### config.mk
export PLATFORM = sky130hd
export DESIGN_NAME = cp0_ctrl_flat
export DESIGN_NICKNAME = d
export VERILOG_FILES = /design/src/rtl/cp0_pkg.sv /design/src/rtl/cp0_ctrl_if.sv /design/src/rtl/cp0_timer.sv /design/src/rtl/cp0_ctrl.sv /design/src/flat_wrapper.sv
export SDC_FILE = /design/constraint.sdc
export NUM_CORES = 1
export LEC_CHECK = 0
export BUFFER_PORTS_ARGS = -buffer_cell sky130_fd_sc_hd__clkbuf_2
export CAP_MARGIN = 40
export CORE_ASPECT_RATIO = 0.6
export CORE_MARGIN = 5
export CORE_UTILIZATION = 56
export CTS_CLUSTER_SIZE = 25
export DETAILED_ROUTE_END_ITERATION = 8
export PLACE_DENSITY = 0.78
export SYNTH_ARGS = -nofsm -noshare
export SYNTH_HDL_FRONTEND = slang
export SYNTH_SLANG_ARGS = --single-unit
### constraint.sdc
create_clock -name clk -period 9.2 [get_ports clk]
set_clock_uncertainty 0.2 [all_clocks]
set_input_delay 2.76 -clock clk [delete_from_list [all_inputs] [get_ports clk]]
set_output_delay 2.76 -clock clk [all_outputs]
set_load 0.005 [all_outputs]
### src/rtl/cp0_pkg.sv
// Shared constants for the coprocessor-0 slice: register addresses, SR/Cause bit
// positions and the exception codes the pipeline can present.
package cp0_pkg;

    localparam logic [4:0] ADDR_BADVADDR = 5'd8;
    localparam logic [4:0] ADDR_COUNT    = 5'd9;
    localparam logic [4:0] ADDR_COMPARE  = 5'd11;
    localparam logic [4:0] ADDR_SR       = 5'd12;
    localparam logic [4:0] ADDR_CAUSE    = 5'd13;
    localparam logic [4:0] ADDR_EPC      = 5'd14;
    localparam logic [4:0] ADDR_PRID     = 5'd15;

    localparam int SR_IE          = 0;
    localparam int SR_EXL         = 1;
    localparam int SR_IM_LSB      = 10;
    localparam int CAUSE_EXC_LSB  = 2;
    localparam int CAUSE_IPSW_LSB = 8;
    localparam int CAUSE_IP_LSB   = 10;
    localparam int CAUSE_TI       = 30;
    localparam int CAUSE_BD       = 31;

    typedef enum logic [4:0] {
        EXC_INT  = 5'd0,
        EXC_ADEL = 5'd4,
        EXC_ADES = 5'd5,
        EXC_RI   = 5'd10,
        EXC_OV   = 5'd12
    } exc_code_e;

    // Address-error exceptions are the only ones that latch BadVAddr.
    function automatic logic isAddrError(input logic [4:0] code);
        return (code == EXC_ADEL) || (code == EXC_ADES);
    endfunction

endpackage

### src/rtl/cp0_ctrl_if.sv
// Pipeline <-> CP0 bundle: mtc0/mfc0 access, victim-instruction info and the
// flush/redirect signals returned to the M stage.
interface cp0_ctrl_if #(parameter int NUM_HWINT = 6);

    logic                 en;
    logic [4:0]           CP0Addr;
    logic [31:0]          CP0In;
    logic [31:0]          CP0Out;
    logic [31:0]          VPC;
    logic                 BDin;
    logic [4:0]           ExcCodeIn;
    logic [31:0]          BadVAddrIn;
    logic [NUM_HWINT-1:0] HWInt;
    logic                 EXLClr;
    logic [31:0]          EPCOut;
    logic                 Req;
    logic                 TimerIrq;

    modport master (
        output en, CP0Addr, CP0In, VPC, BDin, ExcCodeIn, BadVAddrIn, HWInt, EXLClr,
        input  CP0Out, EPCOut, Req, TimerIrq
    );

    modport slave (
        input  en, CP0Addr, CP0In, VPC, BDin, ExcCodeIn, BadVAddrIn, HWInt, EXLClr,
        output CP0Out, EPCOut, Req, TimerIrq
    );

endinterface

### src/rtl/cp0_timer.sv
// Count/Compare timer: a prescaled free-running Count and a sticky match flag TI
// that only a Compare write clears.
module cp0_timer #(
    parameter int COUNT_DIV = 1
) (
    input  logic        clk,
    input  logic        reset,
    input  logic        countWe,
    input  logic        compareWe,
    input  logic [31:0] wdata,
    output logic [31:0] count,
    output logic [31:0] compare,
    output logic        ti
);

    localparam logic [4:0] PRE_LAST = 5'(COUNT_DIV - 1);

    logic [4:0] prescale;
    logic       tick;

    assign tick = (prescale == PRE_LAST);

    // A Count write restarts the prescaler so the new value holds a full period.
    always_ff @(posedge clk or posedge reset) begin
        if (reset) begin
            prescale <= 5'd0;
            count    <= 32'd0;
        end else if (countWe) begin
            prescale <= 5'd0;
            count    <= wdata;
        end else if (tick) begin
            prescale <= 5'd0;
            count    <= count + 32'd1;
        end else begin
            prescale <= prescale + 5'd1;
        end
    end

    always_ff @(posedge clk or posedge reset) begin
        if (reset) begin
            compare <= 32'hFFFF_FFFF;
            ti      <= 1'b0;
        end else begin
            if (compareWe) begin
                compare <= wdata;
            end
            if (compareWe) begin
                ti <= 1'b0;
            end else if (count == compare) begin
                ti <= 1'b1;
            end
        end
    end

endmodule

### src/rtl/cp0_ctrl.sv
// Coprocessor 0 beside the M stage: SR/Cause/EPC/BadVAddr/PRId, interrupt and
// exception arbitration, and the Count/Compare timer.
module cp0_ctrl
    import cp0_pkg::*;
#(
    parameter int          NUM_HWINT = 6,
    parameter bit          TIMER_EN  = 1'b1,
    parameter int          COUNT_DIV = 1,
    parameter logic [31:0] PRID_VAL  = 32'h0000_4C01
) (
    input  logic        clk,
    input  logic        reset,
    cp0_ctrl_if.slave   bus
);

    logic [31:0]          sr;
    logic [31:0]          epc;
    logic [31:0]          badVAddr;
    logic [31:0]          count;
    logic [31:0]          compare;
    logic                 ti;
    logic                 causeBd;
    logic [4:0]           causeExc;
    logic [1:0]           causeIpSw;
    logic [NUM_HWINT-1:0] causeIpHw;

    logic [NUM_HWINT-1:0] ipEff;
    logic                 exl;
    logic                 intReq;
    logic                 excReq;
    logic                 req;
    logic                 mtc0;
    logic [31:0]          epcNext;
    logic [31:0]          causeVal;
    logic [31:0]          readData;

    // The timer shares the top hardware line so it can be masked like any other source.
    always_comb begin
        ipEff = bus.HWInt;
        if (TIMER_EN) begin
            ipEff[NUM_HWINT-1] = bus.HWInt[NUM_HWINT-1] | ti;
        end
    end

    assign exl     = sr[SR_EXL];
    assign intReq  = (|(ipEff & sr[SR_IM_LSB +: NUM_HWINT])) & sr[SR_IE] & ~exl;
    assign excReq  = (bus.ExcCodeIn != EXC_INT) & ~exl;
    assign req     = intReq | excReq;
    assign mtc0    = bus.en & ~req;
    assign epcNext = req ? (bus.BDin ? bus.VPC - 32'd4 : bus.VPC) : epc;

    always_ff @(posedge clk or posedge reset) begin
        if (reset) begin
            sr <= 32'd0;
        end else if (req) begin
            sr[SR_EXL] <= 1'b1;
        end else begin
            if (mtc0 && bus.CP0Addr == ADDR_SR) begin
                sr <= bus.CP0In;
            end
            if (bus.EXLClr) begin
                sr[SR_EXL] <= 1'b0;
            end
        end
    end

    always_ff @(posedge clk or posedge reset) begin
        if (reset) begin
            causeBd   <= 1'b0;
            causeExc  <= 5'd0;
            causeIpSw <= 2'd0;
            causeIpHw <= '0;
        end else begin
            causeIpHw <= ipEff;
            if (req) begin
                causeBd  <= bus.BDin;
                causeExc <= intReq ? 5'(EXC_INT) : bus.ExcCodeIn;
            end else if (mtc0 && bus.CP0Addr == ADDR_CAUSE) begin
                causeBd   <= bus.CP0In[CAUSE_BD];
                causeExc  <= bus.CP0In[CAUSE_EXC_LSB +: 5];
                causeIpSw <= bus.CP0In[CAUSE_IPSW_LSB +: 2];
            end
        end
    end

    // BadVAddr is architecturally read-only; only a taken address error loads it.
    always_ff @(posedge clk or posedge reset) begin
        if (reset) begin
            epc      <= 32'd0;
            badVAddr <= 32'd0;
        end else if (req) begin
            epc <= epcNext;
            if (!intReq && isAddrError(bus.ExcCodeIn)) begin
                badVAddr <= bus.BadVAddrIn;
            end
        end else if (mtc0 && bus.CP0Addr == ADDR_EPC) begin
            epc <= bus.CP0In;
        end
    end

    cp0_timer #(.COUNT_DIV(COUNT_DIV)) timer (
        .clk       (clk),
        .reset     (reset),
        .countWe   (mtc0 && bus.CP0Addr == ADDR_COUNT),
        .compareWe (mtc0 && bus.CP0Addr == ADDR_COMPARE),
        .wdata     (bus.CP0In),
        .count     (count),
        .compare   (compare),
        .ti        (ti)
    );

    always_comb begin
        causeVal                                = 32'd0;
        causeVal[CAUSE_BD]                      = causeBd;
        causeVal[CAUSE_TI]                      = ti;
        causeVal[CAUSE_IP_LSB +: NUM_HWINT]     = causeIpHw;
        causeVal[CAUSE_IPSW_LSB +: 2]           = causeIpSw;
        causeVal[CAUSE_EXC_LSB +: 5]            = causeExc;
    end

    always_comb begin
        readData = 32'd0;
        case (bus.CP0Addr)
            ADDR_BADVADDR: readData = badVAddr;
            ADDR_COUNT:    readData = count;
            ADDR_COMPARE:  readData = compare;
            ADDR_SR:       readData = sr;
            ADDR_CAUSE:    readData = causeVal;
            ADDR_EPC:      readData = epc;
            ADDR_PRID:     readData = PRID_VAL;
            default:       readData = 32'd0;
        endcase
    end

    assign bus.CP0Out   = readData;
    assign bus.EPCOut   = epcNext;
    assign bus.Req      = req;
    assign bus.TimerIrq = ti;

endmodule

### src/flat_wrapper.sv
// flat-port wrapper written by rule: the top's interface ports become plain ports
module cp0_ctrl_flat import cp0_pkg::*;
#(
    parameter int          NUM_HWINT = 6,
    parameter bit          TIMER_EN  = 1'b1,
    parameter int          COUNT_DIV = 1,
    parameter logic [31:0] PRID_VAL  = 32'h0000_4C01
)
  (clk, reset, bus_en, bus_CP0Addr, bus_CP0In, bus_VPC, bus_BDin, bus_ExcCodeIn, bus_BadVAddrIn, bus_HWInt, bus_EXLClr, bus_CP0Out, bus_EPCOut, bus_Req, bus_TimerIrq);
  cp0_ctrl_if #(.NUM_HWINT(NUM_HWINT)) bus_i ();
  input  logic clk;
  input  logic reset;
  input wire logic [$bits(bus_i.en)-1:0] bus_en;
  input wire logic [$bits(bus_i.CP0Addr)-1:0] bus_CP0Addr;
  input wire logic [$bits(bus_i.CP0In)-1:0] bus_CP0In;
  input wire logic [$bits(bus_i.VPC)-1:0] bus_VPC;
  input wire logic [$bits(bus_i.BDin)-1:0] bus_BDin;
  input wire logic [$bits(bus_i.ExcCodeIn)-1:0] bus_ExcCodeIn;
  input wire logic [$bits(bus_i.BadVAddrIn)-1:0] bus_BadVAddrIn;
  input wire logic [$bits(bus_i.HWInt)-1:0] bus_HWInt;
  input wire logic [$bits(bus_i.EXLClr)-1:0] bus_EXLClr;
  output wire logic [$bits(bus_i.CP0Out)-1:0] bus_CP0Out;
  output wire logic [$bits(bus_i.EPCOut)-1:0] bus_EPCOut;
  output wire logic [$bits(bus_i.Req)-1:0] bus_Req;
  output wire logic [$bits(bus_i.TimerIrq)-1:0] bus_TimerIrq;
  assign bus_i.en = bus_en;
  assign bus_i.CP0Addr = bus_CP0Addr;
  assign bus_i.CP0In = bus_CP0In;
  assign bus_i.VPC = bus_VPC;
  assign bus_i.BDin = bus_BDin;
  assign bus_i.ExcCodeIn = bus_ExcCodeIn;
  assign bus_i.BadVAddrIn = bus_BadVAddrIn;
  assign bus_i.HWInt = bus_HWInt;
  assign bus_i.EXLClr = bus_EXLClr;
  assign bus_CP0Out = bus_i.CP0Out;
  assign bus_EPCOut = bus_i.EPCOut;
  assign bus_Req = bus_i.Req;
  assign bus_TimerIrq = bus_i.TimerIrq;
  cp0_ctrl #(.NUM_HWINT(NUM_HWINT), .TIMER_EN(TIMER_EN), .COUNT_DIV(COUNT_DIV), .PRID_VAL(PRID_VAL)) u_core (.clk(clk), .reset(reset), .bus(bus_i));
endmodule
# Word-level counts from Yosys, hierarchy flattened
# Cells that the tools add are included.
# word_totals
inputBits	117
ff_bits	180
word_cells	72
out_inout_bits	66
# classes
add_sub_neg	3
n_bitwise	9
eq_ne	10
n_reduce_logical	19
mux	19
# op_table
op	n
case mux 32 bit (7 select lines)	1
2-to-1 mux 32 bit	6
== test 5 x 4 -> 1 bit, second input constant	7
adder 32 x 1 -> 32 bit, second input constant	1
== test 32 bit	1
subtractor 32 x 3 -> 32 bit, second input constant	1
2-to-1 mux 5 bit	5
== test 5 x 3 -> 1 bit, second input constant	2
nonzero test 2 bit	4
AND 6 bit	1
logical AND 1 bit	6
2-to-1 mux 1 bit	6
AND reduction 2 bit	3
OR reduction 6 bit	1
adder 5 x 1 -> 5 bit, second input constant	1
logical NOT 5 bit	1
nonzero test 5 bit	1
AND 1 bit	4
nonzero test 3 bit	1
2-to-1 mux 2 bit	1
NOT 1 bit	2
bitwise OR 1 bit	2
logical NOT 1 bit	1
logical OR 1 bit	1

# Depth between registers and ports, before layout
# Gate-level depths: netlist (run 1).
# logic_depth
word_depth	12
depth_mapped	9
depth_no_buf	7

# Hierarchy
# A second synthesis (run 1) with hierarchy kept.
# unflattened
hier_cells	1005
hier_area_um2	10362.4
# by_module_without_submodules
module	seq_area_each_um2	n_inst	area_per_inst_um2	cells_each
cp0_ctrl	2752.6	1	6636.4	665
cp0_timer	1791.7	1	3726.1	340

# Worst setup path before layout (run 1)
# Ideal clock, no wire load.
# synth_timing
kind	input to output
start	input bus_VPC[16]
end	output bus_EPCOut[31]
t_required_ns	6.240
path_buffers	2
arrival_ns	4.761
setup_slack_ns	1.479
stages	7
path_cell_list	or4_1 -> buf_2 -> or4_4 -> buf_6 -> o41a_1 -> a311oi_2 -> nor2_1
# synth_via
elab_chain_cells	3
# synth_rtl
item	line_no	source
start, declared	flat_wrapper.sv:16	input wire logic [$bits(bus_i.VPC)-1:0] bus_VPC;
subtractor 32 x 3 -> 32 bit	cp0_ctrl.sv:50	assign epcNext = req ? (bus.BDin ? bus.VPC - 32'd4 : bus.VPC) : epc;
2-to-1 mux 32 bit (2 in a row)	cp0_ctrl.sv:50	
end, declared	flat_wrapper.sv:23	output wire logic [$bits(bus_i.EPCOut)-1:0] bus_EPCOut;
# No other way between the ends.

# Worst setup path in the final report (run 1)
# layout_timing
start	input bus_BDin
end	output bus_EPCOut[30]
# layout_via
elab_chain_cells	2
# layout_rtl
item	line_no	source
start, declared	flat_wrapper.sv:17	input wire logic [$bits(bus_i.BDin)-1:0] bus_BDin;
2-to-1 mux 32 bit (2 in a row)	cp0_ctrl.sv:50	
# No other way between the ends.

==> metrics.yaml, run 1 <==
placed_design:
  port_buffers: 182
  post-place-ws_ps: 1040
  hpwl_um: 23100
  gp_congestion: 0.925
logic_synthesis:
  ys.flop_type: "dfrtp_1"
  yosys.area.top_type_share_pct: 37.3
  syn_area_per_cell_um2: 10.7
  yosysMostFrequentCell: "dfrtp_1"
  seq_area_frac_synth_pct: 45.7
  synth.largest_area_cell: "dfrtp_1"
  yosysUniqueCellTypes: 56
  ys_warn_count: 0
  syn-cell-area_um2: 9930
  synth.area.top_cells: "dfrtp_1 37%, mux2_2 11%, dfstp_2 8.5%"
  ys_seq_elements: 180
  async_flop_share_pct: 100
  yosys-top-cells-count: "148 x dfrtp_1, 98 x mux2_2, 75 x xnor2_1"
  netlist_instances: 925
  syn_nets: 1046
  synth_edf_count: 0
clocking:
  cts.root.buffer_cell: "clkbuf_16"
  cts_max_level: 4
  cts_setup_buffers: 0
  clock_path_buffers: 2
  cts_sinks: 180
  post_cts_resized: 0
  cts_tree: "yes"
  path_clk_slew_ps: 70
  clock_latency_ps: 430
  numCtsBuffers: 17
  cts_hold_buf: 0
global_routing:
  grt_pass1_vias: 8162
  grt_max_degree: 92
  track_usage_pct: 30.1
  grt_overflow: 0
  grt_pass1_wl_um: 48100
  antenna_found_initial: 0
critical_path:
  path_cells: "clkbuf_2, nor4b_1, nand4b_1, or4_1, nand3_1, o21a_1, clkbuf_2"
  worst_setup_path_end_kind: "output port"
  worst_setup_path_start_kind: "input pin"
  cp_top_family: "simple AND/OR/NAND/NOR gates"
  worstPathArrival_ps: 5200
  worst-setup-path-type: "input pin to output port"
  crit_top_cell: "clkbuf_2"
  cpMaxStageDelayCell: "or4_1"
  worst-path-buf-inv: 2
  path_max_fanout: 14
  required_ps: 6240
  slowest_delay_ps: 660
run:
  cap_viol_max_count: 0
timing:
  period_share_pct: 88.7
  fmax_mhz: 123
  slew_headroom_pct: 42.0
  period_needed_ps: 8160
  worst_pin_slew_ps: 858
  tns_ps: 0
  slew_violations: 0
  setup_ws_ps: 1040
  setup_violations: 0
  hold_violations: 0
  rsz0062_at_grt: "false"
route:
  drt_iter0_markers: 1079
  vias: 8506
  wirelength_um: 31300
  firstDrtPassIters: 6
  drc: 0
  ant_nets: 0
  vias_per_cell: 6.37
  wl_per_cell_um: 23.4
floorplanning:
  core_um2: 17300
  die_w_um: 182
  num_io_pins: 183
  rows: 37
  dieArea_um2: 20600
  start_util_pct: 57.5
  die_h_um: 113
finish:
  fillers: 1313
  nets: 1210
  diodes: 0
  final_util_pct: 67.9
  drive_gt1_share_pct: 35.3
  area_growth_pct: 18.0
power_and_ir_drop:
  p_per_area_nw_per_um2: 265
  power.leakage_uw: 0.00528
  peakVddDrop_v: 0.000112
worst_hold_path:
  hp-class: "flip-flop to flip-flop"
status:
  status: "finished, final reports clean"
[routing by layer]
metal / up-vias / wire, um / GRT usage [%]
met1: 4166 / 13800 / 48.0
met3: 28 / 4900 / 9.22
met2: 575 / 12300 / 39.7
met4: 0 / 265 / 6.30
met5: - / 0 / 0
li1: 3737 / - / -
[state kept, by name, summed over array words and instances (netlist names)]
register	cells
u_core.causeExc	5
u_core.sr	32
u_core.causeIpSw	2
u_core.timer.compare	32
u_core.causeIpHw	6
u_core.epc	32
u_core.timer.prescale	5
u_core.causeBd	1
u_core.timer.ti	1
u_core.badVAddr	32
u_core.timer.count	32
[logic make-up after synthesis]
kind of cell | count (synthesis) | synth area share [%]
and+or+nand+nor | 269 | 13.7
DFF | 180 | 45.7
muxes | 169 | 18.7
AOI/OAI and AO/OA | 143 | 10.7
xor gates and xnor gates | 87 | 7.67
buffers and inverters | 73 | 2.99
adders and majority gates | 4 | 0.504
[worst register-to-register path, cell delays in order (launching register included)]
cell	delay, ps
dfrtp_1	400
a222oi_1	320
a31oi_1	160
clkbuf_4	220
o41ai_4	330
buf_4	620
and3_1	810
buf_4	440
mux2_2	380
[per-stage QoR]
step / total power (uW) / cell area (um^2) / hold slack [ps] / instances
after floorplan: 1960 / 9930 / 257 / 925
after global placement: 2340 / 11100 / 267 / 1299
after detailed placement: 2380 / 11200 / 275 / 1303
after CTS: 3090 / 11700 / 291 / 1335
after global routing: 3270 / 11700 / 311 / 1336
final: 3110 / 11700 / 292 / 1336
[layout make-up]
type / instances / area, um^2 / share of cell area, %
multi-input combinational: 672 / 5140 / 43.8
sequential: 180 / 4540 / 38.8
clock inverter: 11 / 105 / 0.897
inverter: 11 / 46.3 / 0.395
tap: 234 / 293 / 2.50
clock buffer: 21 / 450 / 3.84
timing repair buffer: 207 / 1140 / 9.75
[power breakdown]
group	internal (uW)	switching, uW	leakage, uW
Combinational	479	492	0.00285
Sequential	1110	335	0.00217
Clock	382	316	0.000265
[final timing paths]
kind,slack (ps),end,startpoint,cells past startpoint
max reg2reg,5210,u_core.timer.count[12],u_core.sr[10],8
max in group asynchronous,5360,u_core.timer.compare[24],reset,5
min reg2reg,290,u_core.sr[2],u_core.sr[2],1
min in group asynchronous,2050,u_core.badVAddr[13],reset,2
max,1040,bus_EPCOut[30],bus_BDin,7
min,290,u_core.sr[2],u_core.sr[2],1
[placed cells by master (no fill, tap or decap), drive strengths merged, types with 4 or more instances in the layout]
cell	Yosys	layout
clkinv	0	6
nand3	36	36
nor4b	5	5
or3	4	4
a21oi	19	19
nand4	22	22
a2bb2oi	5	5
xnor2	75	75
dfrtp	148	148
o21ai	16	16
nor2	61	61
inv	11	12
buf	17	24
dfstp	32	32
or4	5	5
nand2	74	74
nor3	21	21
nor4	14	14
mux2	129	129
a22oi	56	56
clkbuf	45	204
ha	4	4
xor2	12	12
mux2i	40	40
and3	6	6
a222oi	18	18
a31oi	13	13
(Power assumes the default switching activity.)
==> run 2, diff against run 1 <==
--- a/config.mk
+++ b/config.mk
@@ -8,11 +8,10 @@
 export BUFFER_PORTS_ARGS = -buffer_cell sky130_fd_sc_hd__clkbuf_2
 export CAP_MARGIN = 40
 export CORE_ASPECT_RATIO = 0.6
-export CORE_MARGIN = 5
-export CORE_UTILIZATION = 56
+export CORE_UTILIZATION = 55
 export CTS_CLUSTER_SIZE = 25
 export DETAILED_ROUTE_END_ITERATION = 8
-export PLACE_DENSITY = 0.78
+export PLACE_DENSITY = 0.77
 export SYNTH_ARGS = -nofsm -noshare
 export SYNTH_HDL_FRONTEND = slang
 export SYNTH_SLANG_ARGS = --single-unit
==> run 2 against run 1 <==
Total power up 3.2%. Final cell count about the same. Final area up 0.64%. Critical path type unchanged. Critical endpoint unchanged.
==> metrics.yaml, run 2 (same netlist as run 1, synthesis figures left out) <==
clocking:
  clock_latency_ps: 430
  cts_sinks: 180
  clock_path_buffers: 2
  path_clk_slew_ps: 80
  cts_max_level: 4
  cts_tree: "yes"
  cts_hold_buf: 0
  numCtsBuffers: 17
  cts_setup_buffers: 0
  post_cts_resized: 0
  cts.root.buffer_cell: "clkbuf_16"
route:
  met3WireLength_um: 4550
  vias_per_cell: 6.42
  wirelength_um: 31600
  drt_iter0_markers: 1171
  ant_nets: 0
  firstDrtPassIters: 6
  met2_length_um: 12200
  top_layer_used: "met4"
  wl_met1_um: 14500
  vias: 8582
  drc: 0
  wl_per_cell_um: 23.7
floorplanning:
  num_io_pins: 183
  die_h_um: 106
  dieArea_um2: 18600
  die_w_um: 175
  core_um2: 17400
  rows: 37
  start_util_pct: 57.1
run:
  cap_viol_max_count: 0
placed_design:
  hpwl_um: 22900
  port_buffers: 182
  gp_congestion: 0.931
timing:
  worst_pin_slew_ps: 954
  setup_violations: 0
  tns_ps: 0
  period_needed_ps: 8280
  rsz0062_at_grt: "false"
  hold_violations: 0
  fmax_mhz: 121
  slew_headroom_pct: 36.1
  timing.hold.ws_ps: 292
  period_share_pct: 90.0
  slew_violations: 0
status:
  status: "finished, final reports clean"
critical_path:
  ff2ff_path_depth: 7
  worst-setup-path-type: "input pin to output port"
  path_max_fanout: 14
  required_ps: 6240
  worst_setup_path_end_kind: "output port"
  worstPathArrival_ps: 5320
  r2r_start: "u_core.sr[10]"
  worst_setup_path_start_kind: "input pin"
  timing.rr.end: "u_core.timer.count[3]"
  reg2reg_slack_ps: 5070
global_routing:
  grt_pass1_vias: 8062
  antenna_found_initial: 0
  grt_overflow: 0
  grt_pass1_wl_um: 48000
  grt_max_degree: 71
  track_usage_pct: 34.7
power_and_ir_drop:
  power.leakage_uw: 0.00533
  p_per_area_nw_per_um2: 272
  peakVddDrop_v: 0.000150
finish:
  area_growth_pct: 18.7
  mostFrequentLayoutCells: "183 x clkbuf_2, 148 x dfrtp_1, 98 x mux2_2"
  diodes: 0
  nets: 1211
  drive_gt1_share_pct: 35.7
  final_common_cell: "clkbuf_2"
worst_hold_path:
  worstHoldStart: "u_core.sr[29]"
  min_to: "u_core.sr[29]"
  hold_depth: 1
  hp-class: "flip-flop to flip-flop"
-- run 2: cell count changes in the layout (fill, tap and decap cells not counted), sizes merged --
cell / before / now
buf: 24 / 25
bufinv: 1 / 3
clkbuf: 204 / 201
clkinv: 6 / 1
clkinvlp: 3 / 2
inv: 12 / 19
-- run 2: layer usage --
layer,GRT usage (%),up-vias
met5,0,-
met4,8.01,0
met3,12.6,43
met2,44.4,536
met1,54.2,4268
li1,-,3735
-- run 2: power breakdown --
group | total (uW) | leakage, uW | internal [uW] | switching [uW]
combinational | 987 | 0.00286 | 481 | 506
sequential | 1440 | 0.00217 | 1110 | 332
clock | 787 | 0.000306 | 446 | 341
total | 3210 | 0.00533 | 2030 | 1180
-- run 2: worst max-delay path by stage --
stage | startpoint | endpoint | slack [ps] | cells past startpoint
after detailed placement | bus_BDin | bus_EPCOut[30] | 950 | 7
after global routing | bus_BDin | bus_EPCOut[28] | 730 | 7
final | bus_BDin | bus_EPCOut[30] | 920 | 7
after global placement | bus_BDin | bus_EPCOut[30] | 970 | 7
after CTS | bus_BDin | bus_EPCOut[30] | 940 | 7
after floorplan | reset | u_core.badVAddr[0] | 1410 | 1
-- run 2: area by class of cell --
class                           instances  area, um^2
Clock buffer                           18         439
Clock inverter                         14         190
Fill cell                            1359        5610
Inverter                               11        46.3
Multi-Input combinational cell        672        5140
Sequential cell                       180        4540
Tap cell                              234         293
Timing Repair Buffer                  208        1140
-- run 2: critical path: stages --
cell and delay, ps:
clkbuf_2 180, nor4b_1 650, nand4b_1 690, or4_1 680, nand3_1 110, o21a_1 140, clkbuf_2 110
-- run 2: per-stage QoR --
step                std cells  power, uW  instance area [um^2]  utilization (%)  setup WS [ps]
floorplan                 925       1960                  9930                -           1410
global placement         1302       2350                 11100             63.8            972
detailed placement       1304       2390                 11200             64.1            947
CTS                      1336       3180                 11800             67.7            936
global route             1337       3360                 11800             67.7            727
finish                   1337       3210                 11800             67.7            924
==> run 3, diff against run 2 <==
--- a/config.mk
+++ b/config.mk
@@ -8,10 +8,10 @@
 export BUFFER_PORTS_ARGS = -buffer_cell sky130_fd_sc_hd__clkbuf_2
 export CAP_MARGIN = 40
 export CORE_ASPECT_RATIO = 0.6
-export CORE_UTILIZATION = 55
+export CORE_UTILIZATION = 40
 export CTS_CLUSTER_SIZE = 25
 export DETAILED_ROUTE_END_ITERATION = 8
-export PLACE_DENSITY = 0.77
+export PLACE_DENSITY = 0.59
 export SYNTH_ARGS = -nofsm -noshare
 export SYNTH_HDL_FRONTEND = slang
 export SYNTH_SLANG_ARGS = --single-unit
==> run 3 against run 2 <==
Fmax grew 1.1%. First-iteration DRC count shrank 33%. Global-route usage shrank 8.0 points. Sequential share of layout area shrank 0.27 points. Via count shrank 4.4%. Non-clock buffer count grew 2. Final cell count grew 6.7%. Die area grew 37%.
==> metrics.yaml, run 3 (same netlist as run 1, synthesis figures left out) <==
worst_hold_path:
  worstHoldStart: "u_core.sr[30]"
  min_to: "u_core.sr[30]"
  hold_depth: 1
  hp-class: "flip-flop to flip-flop"
critical_path:
  timing.rr.end: "u_core.timer.count[30]"
  worst_setup_path_end_kind: "output port"
  slowest_delay_ps: 830
  ff2ff_path_depth: 8
  path_max_fanout: 11
  crit_start: "bus_BDin"
  worst_setup_path_start_kind: "input pin"
  required_ps: 6240
  path_cells: "clkbuf_2, nor4b_1, nand4_1, buf_4, o311ai_0, o21a_1, clkbuf_2"
  cpMaxStageDelayCell: "o311ai_0"
  crit_top_cell: "clkbuf_2"
  worstPathArrival_ps: 5230
  worst-setup-path-type: "input pin to output port"
  reg2reg_slack_ps: 5070
  r2r_start: "u_core.timer.ti"
placed_design:
  hpwl_um: 24200
  gp_congestion: 0.900
  port_buffers: 182
timing:
  period_share_pct: 89.0
  setup_violations: 0
  slew_headroom_pct: 36.1
  rsz0062_at_grt: "false"
  slew_violations: 0
  fmax_mhz: 122
  tns_ps: 0
  period_needed_ps: 8190
  worst_pin_slew_ps: 946
  hold_violations: 0
floorplanning:
  num_io_pins: 183
  core_um2: 24300
  dieArea_um2: 25500
  start_util_pct: 40.9
  rows: 44
  die_h_um: 124
  die_w_um: 205
clocking:
  cts_hold_buf: 0
  clock_path_buffers: 2
  cts_max_level: 4
  cts_tree: "yes"
  cts_sinks: 180
  clock_latency_ps: 440
  cts.root.buffer_cell: "clkbuf_16"
  path_clk_slew_ps: 70
  post_cts_resized: 0
  numCtsBuffers: 17
  cts_setup_buffers: 0
route:
  wirelength_um: 33200
  ant_nets: 0
  drt_iter0_markers: 789
  drc: 0
  wl_per_cell_um: 23.3
  vias: 8206
  vias_per_cell: 5.75
  firstDrtPassIters: 6
run:
  cap_viol_max_count: 0
finish:
  final_common_cell: "clkbuf_2"
  fillers: 2335
  diodes: 0
  ff_latch_area_um2: 4540
  drive_gt1_share_pct: 35.7
  area_growth_pct: 19.6
  multi_input_area_um2: 5140
  mostFrequentLayoutCells: "182 x clkbuf_2, 148 x dfrtp_1, 98 x mux2_2"
  nets: 1213
power_and_ir_drop:
  p_per_area_nw_per_um2: 265
  power.leakage_uw: 0.00530
  peakVddDrop_v: 0.000133
  finalPower_uw: 3140
global_routing:
  grt_pass1_vias: 7652
  antenna_found_initial: 0
  use_met2_pct: 33.7
  grt_pass1_wl_um: 49300
  track_usage_pct: 26.7
  grt_overflow: 0
  grt_max_degree: 60
  grtUsageMet3_pct: 8.24
  busiest_layer: "met1"
  grt_util_met1_pct: 43.0
status:
  status: "finished, final reports clean"
[run 3: layer usage]
metal	vias to the layer above	share of wire, %	wire, um
met1	4103	52	17200
li1	3754	-	-
met5	-	0	0
met2	326	37	12400
met4	0	0.76	253
met3	23	10	3370
[run 3: stage by stage]
| stage | utilization [%] | setup slack (ps) | instance area, um^2 | cells | hold WS [ps] |
|---|---|---|---|---|---|
| 2_1_floorplan | - | 1410 | 9930 | 925 | 257 |
| 3_3_place_gp | 46.2 | 1070 | 11200 | 1389 | 269 |
| 3_5_place_dp | 46.5 | 1070 | 11300 | 1394 | 280 |
| 4_1_cts | 48.9 | 1060 | 11900 | 1426 | 296 |
| 5_1_grt | 48.9 | 787 | 11900 | 1427 | 316 |
| 6_report | 48.9 | 1010 | 11900 | 1427 | 292 |
[run 3: how the worst max path moves through the flow]
stage	to	slack [ps]
floorplan	u_core.badVAddr[0]	1410
global placement	bus_EPCOut[18]	1070
detailed placement	bus_EPCOut[17]	1070
CTS	bus_EPCOut[18]	1060
global route	bus_EPCOut[17]	790
finish	bus_EPCOut[17]	1010
[run 3: cell type report]
type                            count  area share [%]
Timing Repair Buffer              210            9.76
Multi-Input combinational cell    672            43.3
Clock inverter                     12            1.21
Clock buffer                       20            3.68
Inverter                           11           0.390
Sequential cell                   180            38.3
Tap cell                          322            3.39
[run 3: critical path, delay by kind of cell]
kind,cells,cell delay (ps)
compound gates,2,1080
buf+inv,3,550
simple gates,2,840
[run 3: report_power, final]
part / internal [uW] / total [uW] / leakage (uW) / switching (uW)
clock network: 405 / 737 / 0.000272 / 331
logic: 482 / 975 / 0.00286 / 493
registers: 1110 / 1430 / 0.00217 / 324
